--- config.mk ---
export PLATFORM = sky130hd
export DESIGN_NAME = rk_coef_bank
export DESIGN_NICKNAME = d
export VERILOG_FILES = /design/src/rtl/rk_bank_pkg.sv /design/src/rtl/rk_shadow_bank.sv /design/src/rtl/rk_coef_bank.sv
export SDC_FILE = /design/constraint.sdc
export NUM_CORES = 2
export LEC_CHECK = 0
export CORE_MARGIN = 2
export CORE_UTILIZATION = 54
export CTS_CLUSTER_DIAMETER = 100
export DETAILED_ROUTE_END_ITERATION = 6
export PLACE_DENSITY = 0.79
export SLEW_MARGIN = 30
export SYNTH_ARGS = -nofsm -noshare
export SYNTH_HDL_FRONTEND = slang
export SYNTH_SLANG_ARGS = --single-unit
--- constraint.sdc ---
create_clock -name clk -period 59.1 [get_ports clk]
set_input_delay 11.82 -clock clk [delete_from_list [all_inputs] [get_ports clk]]
set_output_delay 11.82 -clock clk [all_outputs]
set_load 0.02 [all_outputs]
--- src/rtl/rk_bank_pkg.sv ---
// rk_bank_pkg: bank FSM states and RK tableau layout helpers
package rk_bank_pkg;
  typedef enum logic [1:0] {IDLE, LOAD, PEND, SWAP} state_t;
  function automatic int b_base(int s);
    return s * s;
  endfunction
  function automatic int c_base(int s);
    return s * s + s;
  endfunction
  function automatic int k_base(int s);
    return s * s + 2 * s;
  endfunction
  function automatic int nent(int s);
    return s * s + 3 * s + 3;
  endfunction
endpackage

--- src/rtl/rk_shadow_bank.sv ---
// rk_shadow_bank: host-written shadow register file with sticky out-of-range error
module rk_shadow_bank #(
  parameter int WIDTH = 32,
  parameter int NENT = 21,
  parameter int AW = 5
) (
  input  logic                    clk,
  input  logic                    rst,
  input  logic                    we,
  input  logic [AW-1:0]           addr,
  input  logic signed [WIDTH-1:0] data,
  output logic signed [WIDTH-1:0] mem [NENT],
  output logic                    err
);
  logic in_range;
  assign in_range = {1'b0, addr} < (AW + 1)'(NENT);
  always_ff @(posedge clk or posedge rst)
    if (rst) begin
      for (int i = 0; i < NENT; i++) mem[i] <= '0;
      err <= 1'b0;
    end else if (we) begin
      if (in_range) mem[addr] <= data;
      else err <= 1'b1;
    end
endmodule

--- src/rtl/rk_coef_bank.sv ---
// rk_coef_bank: double-buffered RK parameter bank with guarded promotion and step advance
module rk_coef_bank
  import rk_bank_pkg::*;
#(
  parameter int WIDTH = 32,
  parameter int S = 3,
  localparam int NENT = nent(S),
  localparam int AW = $clog2(NENT)
) (
  input  logic                    clk,
  input  logic                    i_rst,
  input  logic                    i_wr_valid,
  output logic                    o_wr_ready,
  input  logic [AW-1:0]           i_wr_addr,
  input  logic signed [WIDTH-1:0] i_wr_data,
  input  logic                    i_commit,
  input  logic                    i_busy,
  input  logic                    i_step_done,
  input  logic signed [WIDTH-1:0] i_y_next,
  output logic signed [WIDTH-1:0] o_a [S*S],
  output logic signed [WIDTH-1:0] o_b [S],
  output logic signed [WIDTH-1:0] o_c [S],
  output logic signed [WIDTH-1:0] o_k [S],
  output logic signed [WIDTH-1:0] o_x0,
  output logic signed [WIDTH-1:0] o_y0,
  output logic signed [WIDTH-1:0] o_h0,
  output logic                    o_valid,
  output logic                    o_swap_done,
  output logic                    o_err,
  output logic [15:0]             o_step_cnt
);
  localparam int XI = NENT - 3;
  localparam int YI = NENT - 2;
  localparam int HI = NENT - 1;
  localparam int KB = k_base(S);
  state_t state, state_n;
  logic wr_acc, step_ok;
  logic signed [WIDTH-1:0] shd [NENT];
  logic signed [WIDTH-1:0] act [NENT];
  rk_shadow_bank #(.WIDTH(WIDTH), .NENT(NENT), .AW(AW)) u_shadow (
    .clk(clk),
    .rst(i_rst),
    .we(wr_acc),
    .addr(i_wr_addr),
    .data(i_wr_data),
    .mem(shd),
    .err(o_err)
  );
  always_ff @(posedge clk or posedge i_rst)
    if (i_rst) state <= IDLE;
    else state <= state_n;
  always_comb
    state_n = state == PEND ? (i_busy ? PEND : SWAP) :
              state == SWAP ? IDLE :
              i_commit ? (i_busy ? PEND : SWAP) :
              wr_acc ? LOAD : state;
  always_comb begin
    o_wr_ready = state == IDLE || state == LOAD;
    wr_acc = i_wr_valid && o_wr_ready;
    step_ok = i_step_done && o_valid && state != SWAP;
  end
  always_ff @(posedge clk or posedge i_rst)
    if (i_rst) begin
      for (int i = 0; i < NENT; i++) act[i] <= '0;
      o_valid <= 1'b0;
      o_step_cnt <= '0;
      o_swap_done <= 1'b0;
    end else begin
      o_swap_done <= state == SWAP;
      if (state == SWAP) begin
        act <= shd;
        o_valid <= 1'b1;
        o_step_cnt <= '0;
      end else if (step_ok) begin
        act[XI] <= act[XI] + act[HI];
        act[YI] <= i_y_next;
        for (int i = 0; i < S; i++) act[KB+i] <= '0;
        o_step_cnt <= o_step_cnt + 16'(~&o_step_cnt);
      end
    end
  for (genvar i = 0; i < S * S; i++) begin : g_a
    assign o_a[i] = act[i];
  end
  for (genvar j = 0; j < S; j++) begin : g_bck
    assign o_b[j] = act[b_base(S)+j];
    assign o_c[j] = act[c_base(S)+j];
    assign o_k[j] = act[KB+j];
  end
  assign o_x0 = act[XI];
  assign o_y0 = act[YI];
  assign o_h0 = act[HI];
endmodule

## Word-level counts from Yosys, hierarchy flattened

Index checks and enable logic that the tools add are counted.

| word-level totals | value |
|---|---|
| memories | 0 |
| input port bits | 75 |
| bits in latches | 0 |
| output and inout port bits | 692 |
| logic and storage cells | 82 |
| bits in read-only memories | 0 |
| memory bits (writable) | 0 |
| register bits | 1365 |

| cells by class | value |
|---|---|
| multiply operators | 0 |
| reductions and logical operators | 12 |
| shift-type cells | 0 |
| bitwise gates (word level) | 2 |
| order comparisons | 3 |
| $add $sub $neg | 2 |
| equality and inequality tests | 4 |
| multiplexer cells | 12 |
| divide/modulo/power cells | 0 |

Operators with widths:

| cell | number |
|---|---|
| $bwmux 672 | 1 |
| $mux 160 | 2 |
| $demux 32 s5 | 1 |
| $add 32x32->32 | 1 |
| $mux 16 | 2 |
| $mux 32 | 1 |
| $add 16x1->16 | 1 |
| $reduce_and 16->1 | 1 |
| $mux 2 | 4 |
| $ge 6x6->1 const B | 1 |
| $lt 6x1->1 const B | 1 |
| $not 5->6 | 1 |
| $lt 5x5->1 const B | 1 |
| $eq 2x2->1 const B | 2 |
| $logic_and 1x1->1 | 4 |
| $reduce_and 2->1 | 2 |
| $reduce_bool 4->1 | 1 |
| $eq 2x1->1 const B | 1 |
| $logic_not 2->1 | 1 |
| $ne 2x2->1 const B | 1 |
| $reduce_bool 2->1 | 1 |
| $logic_not 1->1 | 1 |
| $logic_or 1x1->1 | 1 |
| $mux 1 | 1 |
| $not 1->1 | 1 |

## Depth between registers and ports, before layout

| logic depth | value |
|---|---|
| word-level depth | 7 |
| gate-level depth with buffers | 12 |
| gate-level depth less buffers | 12 |

## By module

A second synthesis with hierarchy kept.

| second synthesis, totals | value |
|---|---|
| cells, all modules | 4538 |
| area, all modules | 52942.0 um^2 |

Modules (own cells, without submodules):

| module | times used | seq. area each (um^2) | cells each | area an instance (um^2) |
|---|---|---|---|---|
| rk_coef_bank | 1 | 17316.6 | 3027 | 27727.8 |
| rk_shadow_bank | 1 | 16841.2 | 1511 | 25214.2 |

## Worst setup path after synthesis

No wires, ideal clock.

| timing path | value |
|---|---|
| path kind | input -> register |
| from | input port i_wr_valid |
| to | register u_shadow.mem[435] (netlist name) |
| required time | 58.975 ns |
| stages on the path | 7 |
| arrival time | 13.351 ns |
| slack | 45.625 ns |
| library setup time | 0.125 ns |
| path buffers | 2 |
| cells stage by stage | nor2b_1 nand2b_1 nor3b_1 nor2b_1 clkbuf_1 buf_2 mux2_2 |

| between the ends | value |
|---|---|
| cells in the longest elaborated chain, start to end | 2 |

RTL lines:

| what | line | source |
|---|---|---|
| from (decl) | rk_coef_bank.sv:12 | `input logic i_wr_valid,` |
| $logic_and 1x1->1 | rk_coef_bank.sv:59 | `wr_acc = i_wr_valid && o_wr_ready;` |
| $reduce_and 2->1 (no line) | - |  |
| to (signal, indexed assignment) | rk_shadow_bank.sv:22 | `if (in_range) mem[addr] <= data;` |
| to (decl) | rk_shadow_bank.sv:12 | `output logic signed [WIDTH-1:0] mem [NENT],` |

No other way between the ends.
A chain may end at the register's enable or synchronous reset.

==> summary.md <==
| Metric | Value |
|---|---|
| Initial Utilization | `0.546` |
| Number of global-route vias before repair | `38028` |
| Synth area leaders | `dfrtp_1 65%, mux2_2 14%, nand2_1 12%` |
| I/O pin count | `767` |
| Yosys top cell by area | `dfrtp_1` |
| Setup TNS | `0 ns` |
| Die footprint | `100000 µm²` |
| Syn Nets | `4665` |
| Wirelength per Cell | `25.2 µm` |
| Reg2reg start | `state[0]$_DFFE_PP0P_` |
| RR Endpoint | `o_x0[30]$_DFFE_PP0P_` |
| Worst Setup Start Kind | `primary input` |
| Synth Cell Area | `52900 µm²` |
| Initial DRC count | `3873` |
| Post-CTS sizing | `0` |
| Min-delay src | `u_shadow.mem[484]$_DFFE_PP0P_` |
| Type of the tightest min-delay check | `reg2reg` |
| Max-Cap Viols | `0` |
| Crit path DAT | `15.90 ns` |
| CTS buffer count | `138` |
| Port buffer count | `766` |
| CTS sink count | `1365` |
| Worst hold path endpoint | `o_a[100]$_DFFE_PP0P_` |
| Final setup skew | `0.0314 ns` |
| Clock transition at path regs | `0.06 ns` |
| RD Place Congestion | `0.890` |
| Congestion Overflow GR | `0` |
| LEAKAGE | `33.0 nW` |
| Worst-case clock buffer depth | `3` |
| Multi-input logic area | `17600 µm²` |
| Core area | `96900 µm²` |
| H-Tree Depth | `4` |
| Worst VDD drop | `33.7 µV` |
| Fraction of power consumed by sequential logic | `0.422` |
| Vias per inst | `5.80` |
| Hold buffers post-CTS | `0` |
| WL final | `166000 µm` |
| Unique cell type count in the Yosys netlist | `58` |
| Clock tree from TritonCTS | `done` |
| Internal | `2.11 mW` |
| Commonest cells after routing, fill and taps aside | `1662 x nand2_1, 1365 x dfrtp_1, 735 x clkdlybuf4s50_1, 671 x mux2_2, 139 x clkbuf_16` |
| Most common cell after layout, fill and taps aside | `nand2_1` |
| Die Y | `317 µm` |
| Post-synth EDFFs | `0` |
| Layout area overhead | `25.1%` |
| Initial antenna violation count | `17` |
| Share of cells above drive strength 1 | `0.188` |
| Ys flop type | `dfrtp_1` |
| Crit end category | `asynchronous set/reset pin` |
| Synth warnings | `0` |
| Register area share after synthesis | `0.646` |
| WHS Path Cells | `2` |
| Critical Path RT | `59.88 ns` |
| Unrepaired setup endpoints after global routing | `no` |
| Synth top area share | `0.646` |
| First-pass GRT wire length | `242000 µm` |
| Crit share post-route | `0.256` |
| Worst Tran Pin Value | `1.11 ns` |
| Switching fraction of total power | `0.350` |
| Pwr dens | `49.1 nW/µm²` |
| Syn_area_per_cell | `11.6 µm²` |
| HPWL Detailed | `103000 µm` |
| Critical Path Fanout Max | `161` |
| 1st-pass router iterations | `5` |
| Fillers | `6800` |
| Path type of the worst setup path | `in2async` |
| Final Hold Fails | `0` |
| Clock share of power | `0.270` |
| Flops & latches, synth | `1365` |
| Worst-Skew Late Latency | `0.76 ns` |
| Combinational share of power | `0.308` |
| Synth Instances | `4556` |
| Clock root buffer master | `clkbuf_16` |
| Status | `complete, no violations` |
| Post-DRT Antenna Nets | `0` |
| Fin nets | `5317` |
| Relative slew margins | `0.258` |
| Final setup viols | `0` |
| Final Max Tran Viols | `0` |
| Die Width | `317 µm` |
| FP Rows | `114` |
| Vias | `38249` |
| Min Tclk post-route | `15.11 ns` |
| Reg2Reg Setup Slack | `53.73 ns` |
| Async set or reset register ratio after synthesis | `1.00` |
| Largest net degree at the start of global routing | `190` |
| Reg2Reg Depth | `10` |
| FF/Latch Area | `34200 µm²` |
| DRC | `0` |
| Total design power | `3.25 mW` |
| Maximum clock frequency | `0.0662 GHz` |
| Post CTS Setup Buffer Count | `0` |
| Total GRT Usage | `0.329` |
| Switch Pwr | `1.14 mW` |
[worst max-delay path, stage by stage]
cell             delay, ns
clkdlybuf4s50_1       0.51
clkinv_8              0.46
buf_12                0.57
buf_4                 0.81
buf_6                 0.62
buf_6                 0.67
[routing by layer]
layer	global-route usage	up-vias	share of wire
met5	0	-	0.00029
met3	0.0692	471	0.080
li1	-	16270	-
met1	0.421	19673	0.38
met2	0.517	1827	0.47
met4	0.201	8	0.067
[sequential cells by signal (all words and copies together) (netlist names)]
signal / flops
o_step_cnt: 16
o_a: 288
o_c: 96
o_valid: 1
o_y0: 32
u_shadow.err: 1
o_x0: 32
o_b: 96
o_k: 96
u_shadow.mem: 672
state: 2
o_h0: 32
o_swap_done: 1
[logic make-up (layout without fill, tap and decap cells)]
logic type	Yosys count	after routing	synth area share
adder cells (fa/ha/maj)	34	34	0.00819
AO/OA/AOI/OAI	299	299	0.0400
AND/OR/NAND/NOR	1832	1832	0.134
multiplexers	673	673	0.143
XOR/XNOR	34	34	0.00563
buffers and inverters	319	1072	0.0228
other	0	10	0
flip-flops	1365	1365	0.646
[power by group through the flow]
stage	Combinational (mW)	Sequential, mW	Clock [mW]
after global routing	1.07	1.39	0.927
after global placement	0.961	1.37	0
after CTS	0.996	1.37	0.886
after detailed placement	0.988	1.38	0
final	0.999	1.37	0.878
after floorplan	0.430	1.47	0
[cell type report]
type,instances,share of cell area
antenna,10,0.000378
clock buffer,193,0.0596
clock inverter,48,0.00906
inverter,16,0.00121
multi-input combinational,2872,0.266
sequential,1365,0.517
tap,1276,0.0241
timing repair buffer,815,0.123
[synthesized netlist by cell type, types with 4 or more instances]
library cell	instances
or3_1	8
buf_2	8
buf_1	39
nor2_1	86
clkbuf_1	256
dfrtp_1	1365
o21ai_1	4
nor3_1	8
a21oi_1	71
a21o_1	14
nand4_1	10
ha_1	33
nand2_1	1668
xnor2_1	17
nand3_1	15
o21bai_1	4
a21oi_2	4
a22o_1	97
inv_1	16
and4_1	4
nand2b_1	8
mux2_2	671
o21ai_0	36
and3_1	9
xor2_1	17
a31oi_1	38
nor2b_1	6
[through the flow]
| step | hold WS [ns] | cells | setup WS, ns | util | cell area [µm²] |
|---|---|---|---|---|---|
| after floorplan | 0.432 | 4556 | 8.80 | - | 52900 |
| after global placement | 0.440 | 6336 | 42.48 | 0.633 | 61300 |
| after detailed placement | 0.443 | 6342 | 42.47 | 0.635 | 61500 |
| after CTS | 0.447 | 6583 | 43.29 | 0.682 | 66000 |
| after global routing | 0.471 | 6586 | 43.50 | 0.683 | 66100 |
| final | 0.447 | 6595 | 43.99 | 0.683 | 66100 |
[worst max-delay path by stage]
stage                      from                            end  cells after the start
final                     i_rst  u_shadow.mem[178]$_DFFE_PP0P_                      6
after global routing      i_rst            o_k[43]$_DFFE_PP0P_                      6
after CTS                 i_rst            o_k[38]$_DFFE_PP0P_                      6
after detailed placement  i_rst            o_k[41]$_DFFE_PP0P_                      6
after global placement    i_rst            o_b[10]$_DFFE_PP0P_                      6
after floorplan           i_rst             o_a[0]$_DFFE_PP0P_                      1
(Power assumes the default switching activity.)
